File: src/rtl/seq_alu.sv
// Handshaked, parametrised ALU with registered result/flags and an iterative
// shift-add multiplier; one operation in flight at a time.
module seq_alu #(
  parameter int WIDTH = 32,
  parameter int CNT_W = $clog2(WIDTH) + 1
) (
  input  logic             clk,
  input  logic             rst_n,
  input  logic             in_valid,
  output logic             in_ready,
  input  logic [WIDTH-1:0] A,
  input  logic [WIDTH-1:0] B,
  input  logic [3:0]       ALUop,
  output logic             out_valid,
  input  logic             out_ready,
  output logic [WIDTH-1:0] Result,
  output logic             Overflow,
  output logic             CarryOut,
  output logic             Zero
);

  localparam logic [3:0] OP_AND   = 4'b0000;
  localparam logic [3:0] OP_OR    = 4'b0001;
  localparam logic [3:0] OP_ADD   = 4'b0010;
  localparam logic [3:0] OP_SLTU  = 4'b0011;
  localparam logic [3:0] OP_XOR   = 4'b0100;
  localparam logic [3:0] OP_NOR   = 4'b0101;
  localparam logic [3:0] OP_SUB   = 4'b0110;
  localparam logic [3:0] OP_SLT   = 4'b0111;
  localparam logic [3:0] OP_MUL   = 4'b1000;
  localparam logic [3:0] OP_MULHU = 4'b1001;

  typedef enum logic [1:0] {IDLE, BUSY, DONE} state_e;

  state_e             state_q, state_d;
  logic               in_ready_q, in_ready_d;
  logic               out_valid_q, out_valid_d;
  logic [WIDTH-1:0]   result_q, result_d;
  logic               ovf_q, ovf_d;
  logic               cout_q, cout_d;
  logic               zero_q, zero_d;
  logic [WIDTH-1:0]   mcand_q, mcand_d;
  logic [WIDTH-1:0]   mplier_q, mplier_d;
  logic               hi_q, hi_d;
  logic [CNT_W-1:0]   cnt_q, cnt_d;
  logic [2*WIDTH-1:0] acc_q, acc_d;

  // Single-cycle datapath, evaluated straight from the presented operands.
  logic             is_sub;
  logic [WIDTH-1:0] b_x;
  logic [WIDTH:0]   sum;
  logic             sum_ovf;
  logic [WIDTH-1:0] simple_res;
  logic             simple_ovf;
  logic             simple_cout;

  always_comb begin
    // NOTE: every combinational output gets a default first so no path leaves it unassigned (no latch).
    simple_res  = '0;
    simple_ovf  = 1'b0;
    simple_cout = 1'b0;
    is_sub      = (ALUop == OP_SUB);
    b_x         = is_sub ? ~B : B;
    sum         = {1'b0, A} + {1'b0, b_x} + {{WIDTH{1'b0}}, is_sub};
    sum_ovf     = (A[WIDTH-1] == b_x[WIDTH-1]) && (sum[WIDTH-1] != A[WIDTH-1]);
    case (ALUop)
      OP_AND:  simple_res = A & B;
      OP_OR:   simple_res = A | B;
      OP_XOR:  simple_res = A ^ B;
      OP_NOR:  simple_res = ~(A | B);
      OP_ADD:  begin
        simple_res  = sum[WIDTH-1:0];
        simple_ovf  = sum_ovf;
        simple_cout = sum[WIDTH];
      end
      OP_SUB:  begin
        simple_res  = sum[WIDTH-1:0];
        simple_ovf  = sum_ovf;
        simple_cout = ~sum[WIDTH];
      end
      OP_SLT:  simple_res = {{(WIDTH-1){1'b0}}, $signed(A) < $signed(B)};
      OP_SLTU: simple_res = {{(WIDTH-1){1'b0}}, A < B};
      default: simple_res = '0;
    endcase
  end

  // One shift-add step: conditional add into the upper half, then shift right with carry.
  logic [WIDTH:0]     upper;
  logic [2*WIDTH-1:0] acc_step;

  always_comb begin
    upper    = {1'b0, acc_q[2*WIDTH-1:WIDTH]} + (mplier_q[0] ? {1'b0, mcand_q} : '0);
    acc_step = {upper, acc_q[WIDTH-1:1]};
  end

  always_comb begin
    state_d     = state_q;
    in_ready_d  = in_ready_q;
    out_valid_d = out_valid_q;
    result_d    = result_q;
    ovf_d       = ovf_q;
    cout_d      = cout_q;
    zero_d      = zero_q;
    mcand_d     = mcand_q;
    mplier_d    = mplier_q;
    hi_d        = hi_q;
    cnt_d       = cnt_q;
    acc_d       = acc_q;
    case (state_q)
      IDLE: begin
        if (in_valid) begin
          in_ready_d = 1'b0;
          if (ALUop == OP_MUL || ALUop == OP_MULHU) begin
            state_d  = BUSY;
            mcand_d  = A;
            mplier_d = B;
            hi_d     = (ALUop == OP_MULHU);
            cnt_d    = '0;
            acc_d    = '0;
          end else begin
            state_d     = DONE;
            out_valid_d = 1'b1;
            result_d    = simple_res;
            ovf_d       = simple_ovf;
            cout_d      = simple_cout;
            zero_d      = (simple_res == '0);
          end
        end
      end
      BUSY: begin
        acc_d    = acc_step;
        mplier_d = mplier_q >> 1;
        cnt_d    = cnt_q + 1'b1;
        if (cnt_q == CNT_W'(WIDTH - 1)) begin
          state_d     = DONE;
          out_valid_d = 1'b1;
          result_d    = hi_q ? acc_step[2*WIDTH-1:WIDTH] : acc_step[WIDTH-1:0];
          ovf_d       = 1'b0;
          cout_d      = 1'b0;
          zero_d      = (result_d == '0);
        end
      end
      DONE: begin
        if (out_ready) begin
          state_d     = IDLE;
          out_valid_d = 1'b0;
          in_ready_d  = 1'b1;
        end
      end
      default: begin
        state_d     = IDLE;
        out_valid_d = 1'b0;
        in_ready_d  = 1'b1;
      end
    endcase
  end

  always_ff @(posedge clk or negedge rst_n) begin
    if (!rst_n) begin
      state_q     <= IDLE;
      in_ready_q  <= 1'b1;
      out_valid_q <= 1'b0;
      result_q    <= '0;
      ovf_q       <= 1'b0;
      cout_q      <= 1'b0;
      zero_q      <= 1'b0;
      mcand_q     <= '0;
      mplier_q    <= '0;
      hi_q        <= 1'b0;
      cnt_q       <= '0;
      acc_q       <= '0;
    end else begin
      // NOTE: non-blocking assignments so every flop samples pre-edge values.
      state_q     <= state_d;
      in_ready_q  <= in_ready_d;
      out_valid_q <= out_valid_d;
      result_q    <= result_d;
      ovf_q       <= ovf_d;
      cout_q      <= cout_d;
      zero_q      <= zero_d;
      mcand_q     <= mcand_d;
      mplier_q    <= mplier_d;
      hi_q        <= hi_d;
      cnt_q       <= cnt_d;
      acc_q       <= acc_d;
    end
  end

  assign in_ready  = in_ready_q;
  assign out_valid = out_valid_q;
  assign Result    = result_q;
  assign Overflow  = ovf_q;
  assign CarryOut  = cout_q;
  assign Zero      = zero_q;

endmodule

File: config.mk
export PLATFORM = sky130hd
export DESIGN_NAME = seq_alu
export DESIGN_NICKNAME = d
export VERILOG_FILES = /design/src/rtl/seq_alu.sv
export SDC_FILE = /design/constraint.sdc
export NUM_CORES = 1
export LEC_CHECK = 0
export CAP_MARGIN = 10
export CELL_PAD_IN_SITES_DETAIL_PLACEMENT = 0
export CELL_PAD_IN_SITES_GLOBAL_PLACEMENT = 2
export CORE_ASPECT_RATIO = 1.2
export CORE_UTILIZATION = 33
export DETAILED_ROUTE_END_ITERATION = 8
export PLACE_DENSITY = 0.87
export SKIP_CTS_REPAIR_TIMING = 1
export SLEW_MARGIN = 20
export SYNTH_ARGS = -nofsm -noshare
export SYNTH_HDL_FRONTEND = slang
export SYNTH_SLANG_ARGS = --single-unit
export TNS_END_PERCENT = 30
File: constraint.sdc
create_clock -name clk -period 3.41 [get_ports clk]
set_input_delay 0.341 -clock clk [delete_from_list [all_inputs] [get_ports clk]]
set_output_delay 0.341 -clock clk [all_outputs]
set_load 0.02 [all_outputs]
# After elaboration in Yosys (flattened, before gate mapping)
# Cells that the tools add are included.
# Widths: inputs -> output; s select.
classes:
  n_addsub: 4
  bitwise_logic: 7
  magnitude_cmp: 2
  n_mux: 43
  n_reduce_logical: 14
  n_eq_ne: 19
op_table:
  columns: ["cell", "count"]
  rows:
  - ["$mux 32", 8]
  - ["$pmux 32 s7", 1]
  - ["$mux 64", 2]
  - ["$pmux 32 s2", 2]
  - ["$pmux 64 s2", 1]
  - ["$add 32x32->33", 2]
  - ["$logic_not 32->1", 2]
  - ["$lt 32x32->1", 2]
  - ["$not 32->32", 2]
  - ["$add 33x1->33", 1]
  - ["$and 32x32->32", 1]
  - ["$or 32x32->32", 1]
  - ["$xor 32x32->32", 1]
  - ["$eq 4x3->1 const B", 4]
  - ["$mux 1", 15]
  - ["$mux 6", 2]
  - ["$pmux 6 s2", 1]
  - ["$reduce_and 3->1", 4]
  - ["$ne 2x2->1 const B", 5]
  - ["$eq 4x2->1 const B", 2]
  - ["$eq 4x4->1 const B", 2]
  - ["$mux 2", 4]
  - ["$pmux 1 s2", 4]
  - ["$reduce_and 4->1", 2]
  - ["other kinds (16)", 18]
word_totals:
  inputBits: 72
  out_inout_bits: 37
  elab_cells: 101
  regBits: 174

# Depth between registers and ports, before layout
# Gate-level depths: netlist of run 1.
logic_depth:
  ltp_word: 10
  depth_mapped: 18
  mapped_depth_nobuf: 15

# Least setup slack after synthesis of run 1
# No wires, ideal clock.
synth_path:
  path_kind: "in2reg"
  from: "input port ALUop[3]"
  to: "register zero_q, in the netlist Zero"
  setup_time_ns: 0.095
  slack_ns: -1.026
  required_ns: 3.315
  path_stages: 18
  t_arrival_ns: 4.341
  n_path_buf: 4
  cell_sequence: "buf_2 > nand4bb_1 > buf_4 > clkbuf_1 > xnor2_1 > ha_1 > clkbuf_1 > a21oi_1 > o21ai_0 > a211oi_1 > a211oi_1 > or3_1 > nand3_1 > nand4b_1 > or4_1 > or4_1 > o31a_1 > o31ai_1"
synth_between:
  elab_chain_cells: 9
  elab_cells_between_ends: 22
  cone_classes: "add/sub: 2; eq/ne: 10; mux: 5; reduce/logical: 5"
synth_rtl:
  columns: ["element", "line_no", "text"]
  rows:
  - ["start: declaration", "13", "input logic [3:0] ALUop,"]
  - ["$eq 4x3->1", "62, 66", null]
  - ["$mux 32", "63", "b_x = is_sub ? ~B : B;"]
  - ["$add 32x32->33", "64", "sum = {1'b0, A} + {1'b0, b_x} + {{WIDTH{1'b0}}, is_sub};"]
  - ["$add 33x1->33", "64", null]
  - ["$pmux 32 s7", "66", "case (ALUop)"]
  - ["$logic_not 32->1", "126", "zero_d = (simple_res == '0);"]
  - ["$mux 1", "113", "if (ALUop == OP_MUL || ALUop == OP_MULHU) begin"]
  - ["$mux 1", "111", "if (in_valid) begin"]
  - ["$pmux 1 s2", "109", "case (state_q)"]
  - ["end signal: assignment", "180", "zero_q <= zero_d;"]
  - ["end: declaration", "41", "logic zero_q, zero_d;"]
# Parallel ways exist; a longest one is shown, timed or not. The select of a mux whose other input is x is not followed.
# A chain may end at the register's enable or synchronous reset.

# Worst setup path after layout of run 1
# Ends and elaborated chain as after synthesis.

==> results of run 1 <==
-- cells by family (layout without fill, tap and decap cells) --
kind of cell               Yosys count  after routing  synth area share
buffers and inverters              186            702            0.0510
xor gates and xnor gates            91             91            0.0564
DFF                                173            173             0.307
muxes                               27             27            0.0195
adders and majority gates          170            170             0.152
AOI/OAI and AO/OA                  556            556             0.259
and+or+nand+nor                    470            470             0.156
-- cells in the final DEF, fill, tap and decap left out, types with 22 or more instances in the layout --
cell	count
sky130_fd_sc_hd__dfrtp_1	170
sky130_fd_sc_hd__and2_1	27
sky130_fd_sc_hd__nor3_1	25
sky130_fd_sc_hd__nand2_1	173
sky130_fd_sc_hd__nand4_1	32
sky130_fd_sc_hd__a22oi_1	22
sky130_fd_sc_hd__a21oi_1	113
sky130_fd_sc_hd__clkdlybuf4s50_1	103
sky130_fd_sc_hd__inv_1	89
sky130_fd_sc_hd__a22o_1	68
sky130_fd_sc_hd__xor2_1	28
sky130_fd_sc_hd__xnor2_1	52
sky130_fd_sc_hd__a21oi_2	23
sky130_fd_sc_hd__o21ai_0	126
sky130_fd_sc_hd__buf_4	447
sky130_fd_sc_hd__nor2_1	113
sky130_fd_sc_hd__ha_1	156
-- stage by stage --
stage | cells | setup slack [ps] | total power [mW]
after floorplan | 1673 | -571 | 5.95
after global placement | 2682 | -1260 | 8.80
after detailed placement | 2682 | -1370 | 8.89
after CTS | 2714 | -889 | 10.9
after global routing | 2735 | -775 | 12.1
final | 2735 | -632 | 11.4
-- power groups by stage --
stage               logic [mW]  registers, mW  clock network (mW)
floorplan                 2.72           3.23                   0
global placement          5.60           3.20                   0
detailed placement        5.67           3.22                   0
CTS                       5.70           3.19                1.99
global route              6.77           3.30                2.06
finish                    6.24           3.21                1.94
-- path summary, 6_finish.rpt --
path / endpoint / depth (start not counted) / startpoint / slack, ps
worst max-delay path: Zero / 16 / ALUop[3] / -630
worst min-delay path: hi_q / 4 / ALUop[0] / 410
worst max register to register: Zero / 14 / mplier_q[0] / -510
worst min register to register: mcand_q[31] / 2 / mcand_q[31] / 480
max in group asynchronous: mplier_q[0] / 3 / rst_n / 2100
min in group asynchronous: mplier_q[10] / 2 / rst_n / 440
-- per-layer routing --
layer | part of all wire | global-route usage | wire length, um
met2 | 0.50 | 0.415 | 26600
met1 | 0.45 | 0.322 | 24100
met5 | 0 | 0 | 0
met3 | 0.030 | 0.0236 | 1600
met4 | 0.021 | 0.0725 | 1130
-- cell type report --
cell class                 instances  area [um2]  area share
sequential                       173        4330       0.209
timing repair buffer             581        4870       0.235
tap                              546         683      0.0330
clock buffer                      18         439      0.0212
inverter                          89         334      0.0161
clock inverter                    14         111     0.00538
multi-input combinational       1314        9920       0.479
-- worst reg2reg max path, cell delays in order (launching register included) --
cell,delay (ps)
sky130_fd_sc_hd__dfrtp_2,480
sky130_fd_sc_hd__and2_4,200
sky130_fd_sc_hd__ha_4,160
sky130_fd_sc_hd__fa_2,370
sky130_fd_sc_hd__a21o_1,180
sky130_fd_sc_hd__a221o_2,440
sky130_fd_sc_hd__xor2_1,210
sky130_fd_sc_hd__mux2i_1,280
sky130_fd_sc_hd__nand4_1,180
sky130_fd_sc_hd__a2111oi_0,340
sky130_fd_sc_hd__nand4_1,200
sky130_fd_sc_hd__nor4_1,300
sky130_fd_sc_hd__buf_4,160
sky130_fd_sc_hd__nand4_1,140
sky130_fd_sc_hd__o31ai_2,210
-- registers in the layout (all words and copies together), names as in the netlist --
register	flops
CarryOut	1
Overflow	1
Result	32
Zero	1
acc_q	63
cnt_q	6
hi_q	1
in_ready	1
mcand_q	32
mplier_q	32
out_valid	1
state_q	2
==> results.txt, run 1 <==
Outcome - complete, but fails checks
Violated checks - setup timing
Capturing element type of the critical path - register
Fraction of layout cells with a size suffix above 1 - 0.297
Worst setup margin - -632 ps
Via-to-Cell Ratio - 5.30
Number of buffers created by CTS - 17
Initial Util - 0.337
Port buffer count - 108
Post-layout minimum cycle time - 4040 ps
Routed wire length per instance - 19.6 um
CTS max path bufs - 2
Switching power total - 4.56 mW
Synthesized netlist cell count - 1673
DRC - 0
Endpoints failing setup - 7
WP buf/inv - 3
I/O pin count - 109
Register bit total from synthesis - 173
Ordered cell list for the critical path - buf_6, nand4bb_4, clkbuf_16, xnor2_1, ha_1, a21oi_1, nor3_1, a2111oi_1, buf_4, nand3_1, nor4_4, nand4_1, or4_4, or4_4, o31a_1, o31ai_2
Hold Vio Cnt, Final - 0
Flip-flop cell with the highest count after synthesis - sky130_fd_sc_hd__dfrtp_1
Maximum fanout along the worst path - 6
Slowest stage cell, crit path - sky130_fd_sc_hd__or4_4
Launching element type of the critical path - primary input
Largest delay contributor family on the critical path - simple AND/OR/NAND/NOR gates
Worst voltage drop across the vdd grid - 0.453 mV
CP required - 3790 ps
Max Freq - 247 MHz
Die area - 0.0436 mm2
Global placer's final weighted congestion - 0.938
Count of yosys warnings during synthesis - 0
Final routed wirelength across all metal layers - 53.5 mm
Global-route wire length before repair - 81.6 mm
Synthesized net count - 1915
Antenna Violating Nets Remaining - 0
Violation count after the first detailed-routing iteration - 952
Initial antenna violation count - 0
Arrival time of the worst setup path - 4430 ps
Transition at the pin with the smallest max-transition slack - 999 ps
Tcrit/Tclk final - 1.19
Clock Pin Slew Worst Setup and Hold Paths - 80 ps
Per-instance average area after synthesis - 8.44 um2
Leading post-synthesis cells by instance count - sky130_fd_sc_hd__nand2_1, sky130_fd_sc_hd__dfrtp_1, sky130_fd_sc_hd__ha_1
Fin. max-slew vios - 0
EDFF count, synth - 0
Antenna Diode Count - 0
Max-capacitance violation count - 0
Post-Place Cell Area - 0.0191 mm2
Share of total power in sequential cells - 0.282
Clock network fraction of total power - 0.171
CTS tree - done
CTS H-Tree Depth - 4
Via count of the first global-routing pass - 14527
Setup Total Neg Slack - -1320 ps
Grt ovf - 0
Fin util - 0.493
Die H - 229 um
Worst stage delay on the critical path - 530 ps
Pwr per Cell Area - 551 mW/mm2
Post-synthesis cell type with the largest combined area - sky130_fd_sc_hd__dfrtp_1
Worst Skew - 15.1 ps
Unrepaired setup endpoints after global routing - yes
Total standard cell area after synthesis - 0.0141 mm2
Final hold slack - 413 ps
Worst hold-check path type - primary input to register
Number of clock sinks - 173
Width of the die - 191 um
Async S/R FF share, synth - 1.00
Internal Dissipation - 6.83 mW
HPWL after detailed placement - 41.7 mm
Core region area - 0.0420 mm2
Count of filler cells inserted in the layout - 3996
Synth area leaders - sky130_fd_sc_hd__dfrtp_1, sky130_fd_sc_hd__ha_1, sky130_fd_sc_hd__o21ai_0
Combinational power share - 0.547
Library cells used by synthesis - 77
Later-pin clock latency in the skew report - 470 ps
Lkg Pwr - 9.92 nW
Worst Path Class, Setup - primary input to register
Post-synth top area share - 0.305
Final non-filler cell area - 0.0207 mm2
Dominant cell by count in the synthesized netlist - sky130_fd_sc_hd__nand2_1
Nets - 2418
Pin count of the biggest net entering global routing - 126
Root buf cell - sky130_fd_sc_hd__clkbuf_16
Post-synthesis sequential area ratio - 0.307
Placement row count - 82
Most common cell type on the critical path - sky130_fd_sc_hd__or4_4
Vias - 14495
Relative slew slack - 0.328
Switching Fraction - 0.401
Global router's overall resource usage - 0.243
Synthesis-to-layout area growth - 46.5%
Detailed-routing iteration count for the pre-antenna-repair pass - 6
Note: power is estimated with default switching activity, not from simulation.
==> run 2: changes to the inputs <==
- SETUP_SLACK_MARGIN: default -> 0.5
==> run 2 against run 1 <==
Against the previous run:
- the flow still finishes with violations (setup timing)
- first-iteration DRC count rose by 12%
- cell area rose by 3.2%
- clock power rose by 9.8%
- worst setup slack got worse by 6.6 ps
- clock skew fell by 2.2 ps
- critical path type unchanged
- largest power group unchanged
- highest routed layer unchanged
==> results.txt, run 2 (synthesis results as in run 1) <==
Outcome - complete, but fails checks (unchanged)
Violated checks - setup timing (unchanged)
Die area - 0.0436 mm2 (unchanged)
Pwr per Cell Area - 558 mW/mm2 (was 551 mW/mm2)
Internal Dissipation - 7.17 mW (was 6.83 mW)
CP required - 3780 ps (was 3790 ps)
Clock network fraction of total power - 0.179 (was 0.171)
DRC - 0 (unchanged)
Max FFs per register - 63 (unchanged)
Grt ovf - 0 (unchanged)
Relative slew slack - 0.472 (was 0.328)
Area occupied by multi-input gates - 0.0103 mm2 (was 0.00992 mm2)
Slowest stage cell, crit path - sky130_fd_sc_hd__or4_4 (unchanged)
Number of clock sinks - 173 (unchanged)
Initial antenna violation count - 0 (unchanged)
Sequential Area - 0.00433 mm2 (unchanged)
Largest delay contributor family on the critical path - simple AND/OR/NAND/NOR gates (unchanged)
Worst hold-check path type - primary input to register (unchanged)
Final routed wirelength across all metal layers - 55.0 mm (was 53.5 mm)
Core region area - 0.0420 mm2 (unchanged)
CTS max path bufs - 2 (unchanged)
Count of filler cells inserted in the layout - 3896 (was 3996)
Worst Skew - 12.9 ps (was 15.1 ps)
Combinational power share - 0.547 (about the same)
Most common cell after layout, fill and taps aside - sky130_fd_sc_hd__buf_4 (unchanged)
Fin util - 0.509 (was 0.493)
Via-to-Cell Ratio - 5.35 (was 5.30)
Max-capacitance violation count - 0 (unchanged)
Global placer's final weighted congestion - 0.970 (was 0.938)
Share of total power in sequential cells - 0.274 (was 0.282)
Met3 capacity usage during global routing - 0.0264 (was 0.0236)
Max Freq - 247 MHz (about the same)
Global-route wire length before repair - 82.0 mm (was 81.6 mm)
M1 GR Usage - 0.323 (was 0.322)
Final hold slack - 468 ps (was 413 ps)
Global-route track usage on met2 - 0.416 (was 0.415)
Routed wire length per instance - 19.9 um (was 19.6 um)
Root buf cell - sky130_fd_sc_hd__clkbuf_16 (unchanged)
Initial Util - 0.337 (unchanged)
Worst stage delay on the critical path - 510 ps (was 530 ps)
I/O pin count - 109 (unchanged)
Launching element type of the critical path - primary input (unchanged)
Pin count of the biggest net entering global routing - 82 (was 126)
WP buf/inv - 4 (was 3)
Capturing element type of the critical path - register (unchanged)
Worst setup margin - -639 ps (was -632 ps)
Worst voltage drop across the vdd grid - 0.466 mV (was 0.453 mV)
Hold Vio Cnt, Final - 0 (unchanged)
Lkg Pwr - 10.1 nW (was 9.92 nW)
Setup Total Neg Slack - -2090 ps (was -1320 ps)
CTS tree - done (unchanged)
Width of the die - 191 um (unchanged)
Placement row count - 82 (unchanged)
Synthesis-to-layout area growth - 51.2% (was 46.5%)
Ordered cell list for the critical path - buf_6, nand4bb_4, buf_4, xnor2_1, buf_4, ha_1, buf_4, nand3b_1, o22ai_2, or3_1, a31oi_2, o2111ai_1, nor4_4, nand4_1, or4_4, or4_4, o31a_1, o31ai_1 (was buf_6, nand4bb_4, clkbuf_16, xnor2_1, ha_1, a21oi_1, nor3_1, a2111oi_1, buf_4, nand3_1, nor4_4, nand4_1, or4_4, or4_4, o31a_1, o31ai_2)
Clock Pin Slew Worst Setup and Hold Paths - 70 ps (was 80 ps)
Nets - 2444 (was 2418)
Maximum fanout along the worst path - 4 (was 6)
Arrival time of the worst setup path - 4420 ps (was 4430 ps)
Antenna Diode Count - 0 (unchanged)
Violation count after the first detailed-routing iteration - 1068 (was 952)
Transition at the pin with the smallest max-transition slack - 785 ps (was 999 ps)
Via count of the first global-routing pass - 14363 (was 14527)
Worst Path Class, Setup - primary input to register (unchanged)
Later-pin clock latency in the skew report - 470 ps (about the same)
Busiest grt layer - met2 (unchanged)
Tcrit/Tclk final - 1.19 (about the same)
Most frequent cells in the layout - sky130_fd_sc_hd__buf_4, sky130_fd_sc_hd__dfrtp_1, sky130_fd_sc_hd__nand2_1, sky130_fd_sc_hd__ha_1, sky130_fd_sc_hd__o21ai_0 (was sky130_fd_sc_hd__buf_4, sky130_fd_sc_hd__nand2_1, sky130_fd_sc_hd__dfrtp_1, sky130_fd_sc_hd__ha_1, sky130_fd_sc_hd__o21ai_0)
Fin. max-slew vios - 0 (unchanged)
Number of buffers created by CTS - 17 (unchanged)
Detailed-routing iteration count for the pre-antenna-repair pass - 6 (unchanged)
Global router's overall resource usage - 0.243 (about the same)
Die H - 229 um (unchanged)
CTS H-Tree Depth - 4 (unchanged)
Fraction of layout cells with a size suffix above 1 - 0.327 (was 0.297)
Most common cell type on the critical path - sky130_fd_sc_hd__buf_4 (was sky130_fd_sc_hd__or4_4)
Register with the most flip-flops - acc_q (unchanged)
Vias - 14778 (was 14495)
Switching Fraction - 0.398 (was 0.401)
Final non-filler cell area - 0.0214 mm2 (was 0.0207 mm2)
HPWL after detailed placement - 42.0 mm (was 41.7 mm)
Post-Place Cell Area - 0.0192 mm2 (was 0.0191 mm2)
Antenna Violating Nets Remaining - 0 (unchanged)
Post-layout minimum cycle time - 4050 ps (was 4040 ps)
Endpoints failing setup - 9 (was 7)
Switching power total - 4.74 mW (was 4.56 mW)
Port buffer count - 108 (unchanged)
Unrepaired setup endpoints after global routing - yes (unchanged)
## run 2: path summary, 6_finish.rpt
check	startpoint	to	slack, ps	cells after the start
max in group asynchronous	rst_n	hi_q	1960	3
max reg2reg	mplier_q[0]	Zero	-540	15
min reg2reg	mcand_q[11]	mcand_q[11]	470	2
max	ALUop[3]	Zero	-640	18
min in group asynchronous	rst_n	mplier_q[12]	490	2
min	ALUop[0]	hi_q	470	4
## run 2: worst reg2reg max path: stages, from the launching register on
cell	delay, ps
sky130_fd_sc_hd__dfrtp_2	430
sky130_fd_sc_hd__and2_4	180
sky130_fd_sc_hd__ha_4	170
sky130_fd_sc_hd__fa_2	360
sky130_fd_sc_hd__a21o_1	190
sky130_fd_sc_hd__a221o_2	440
sky130_fd_sc_hd__o2bb2ai_1	200
sky130_fd_sc_hd__o31ai_2	290
sky130_fd_sc_hd__xor2_1	230
sky130_fd_sc_hd__nand2_1	110
sky130_fd_sc_hd__o32ai_2	160
sky130_fd_sc_hd__o21ai_0	170
sky130_fd_sc_hd__nor4_2	300
sky130_fd_sc_hd__buf_4	160
sky130_fd_sc_hd__nand4_1	170
sky130_fd_sc_hd__o31ai_1	280
## run 2: per-layer routing
metal	vias to the layer above	share of wire
li1	7109	-
met1	7227	0.44
met5	-	0
met3	71	0.040
met4	0	0.025
met2	371	0.49
## run 2: power groups by stage
stage / Combinational, mW / Sequential (mW) / Clock [mW]
after global placement: 5.53 / 3.22 / 0
final: 6.51 / 3.27 / 2.13
after global routing: 7.03 / 3.36 / 2.23
after detailed placement: 5.62 / 3.25 / 0
after floorplan: 2.74 / 3.23 / 0
after CTS: 5.64 / 3.22 / 2.16
## run 2: layout make-up
class                      instances  share of cell area
multi-input combinational       1314               0.481
timing repair buffer             607               0.240
sequential                       173               0.203
tap                              546              0.0320
clock buffer                      20              0.0218
inverter                          89              0.0156
clock inverter                    12             0.00697
## run 2: per-stage QoR
| step | total power, mW | setup WS (ps) | cells |
|---|---|---|---|
| 5_1_grt | 12.6 | -704 | 2761 |
| 6_report | 11.9 | -639 | 2761 |
| 4_1_cts | 11.0 | -926 | 2715 |
| 3_3_place_gp | 8.76 | -1410 | 2683 |
| 3_5_place_dp | 8.87 | -1380 | 2683 |
| 2_1_floorplan | 5.97 | -566 | 1673 |
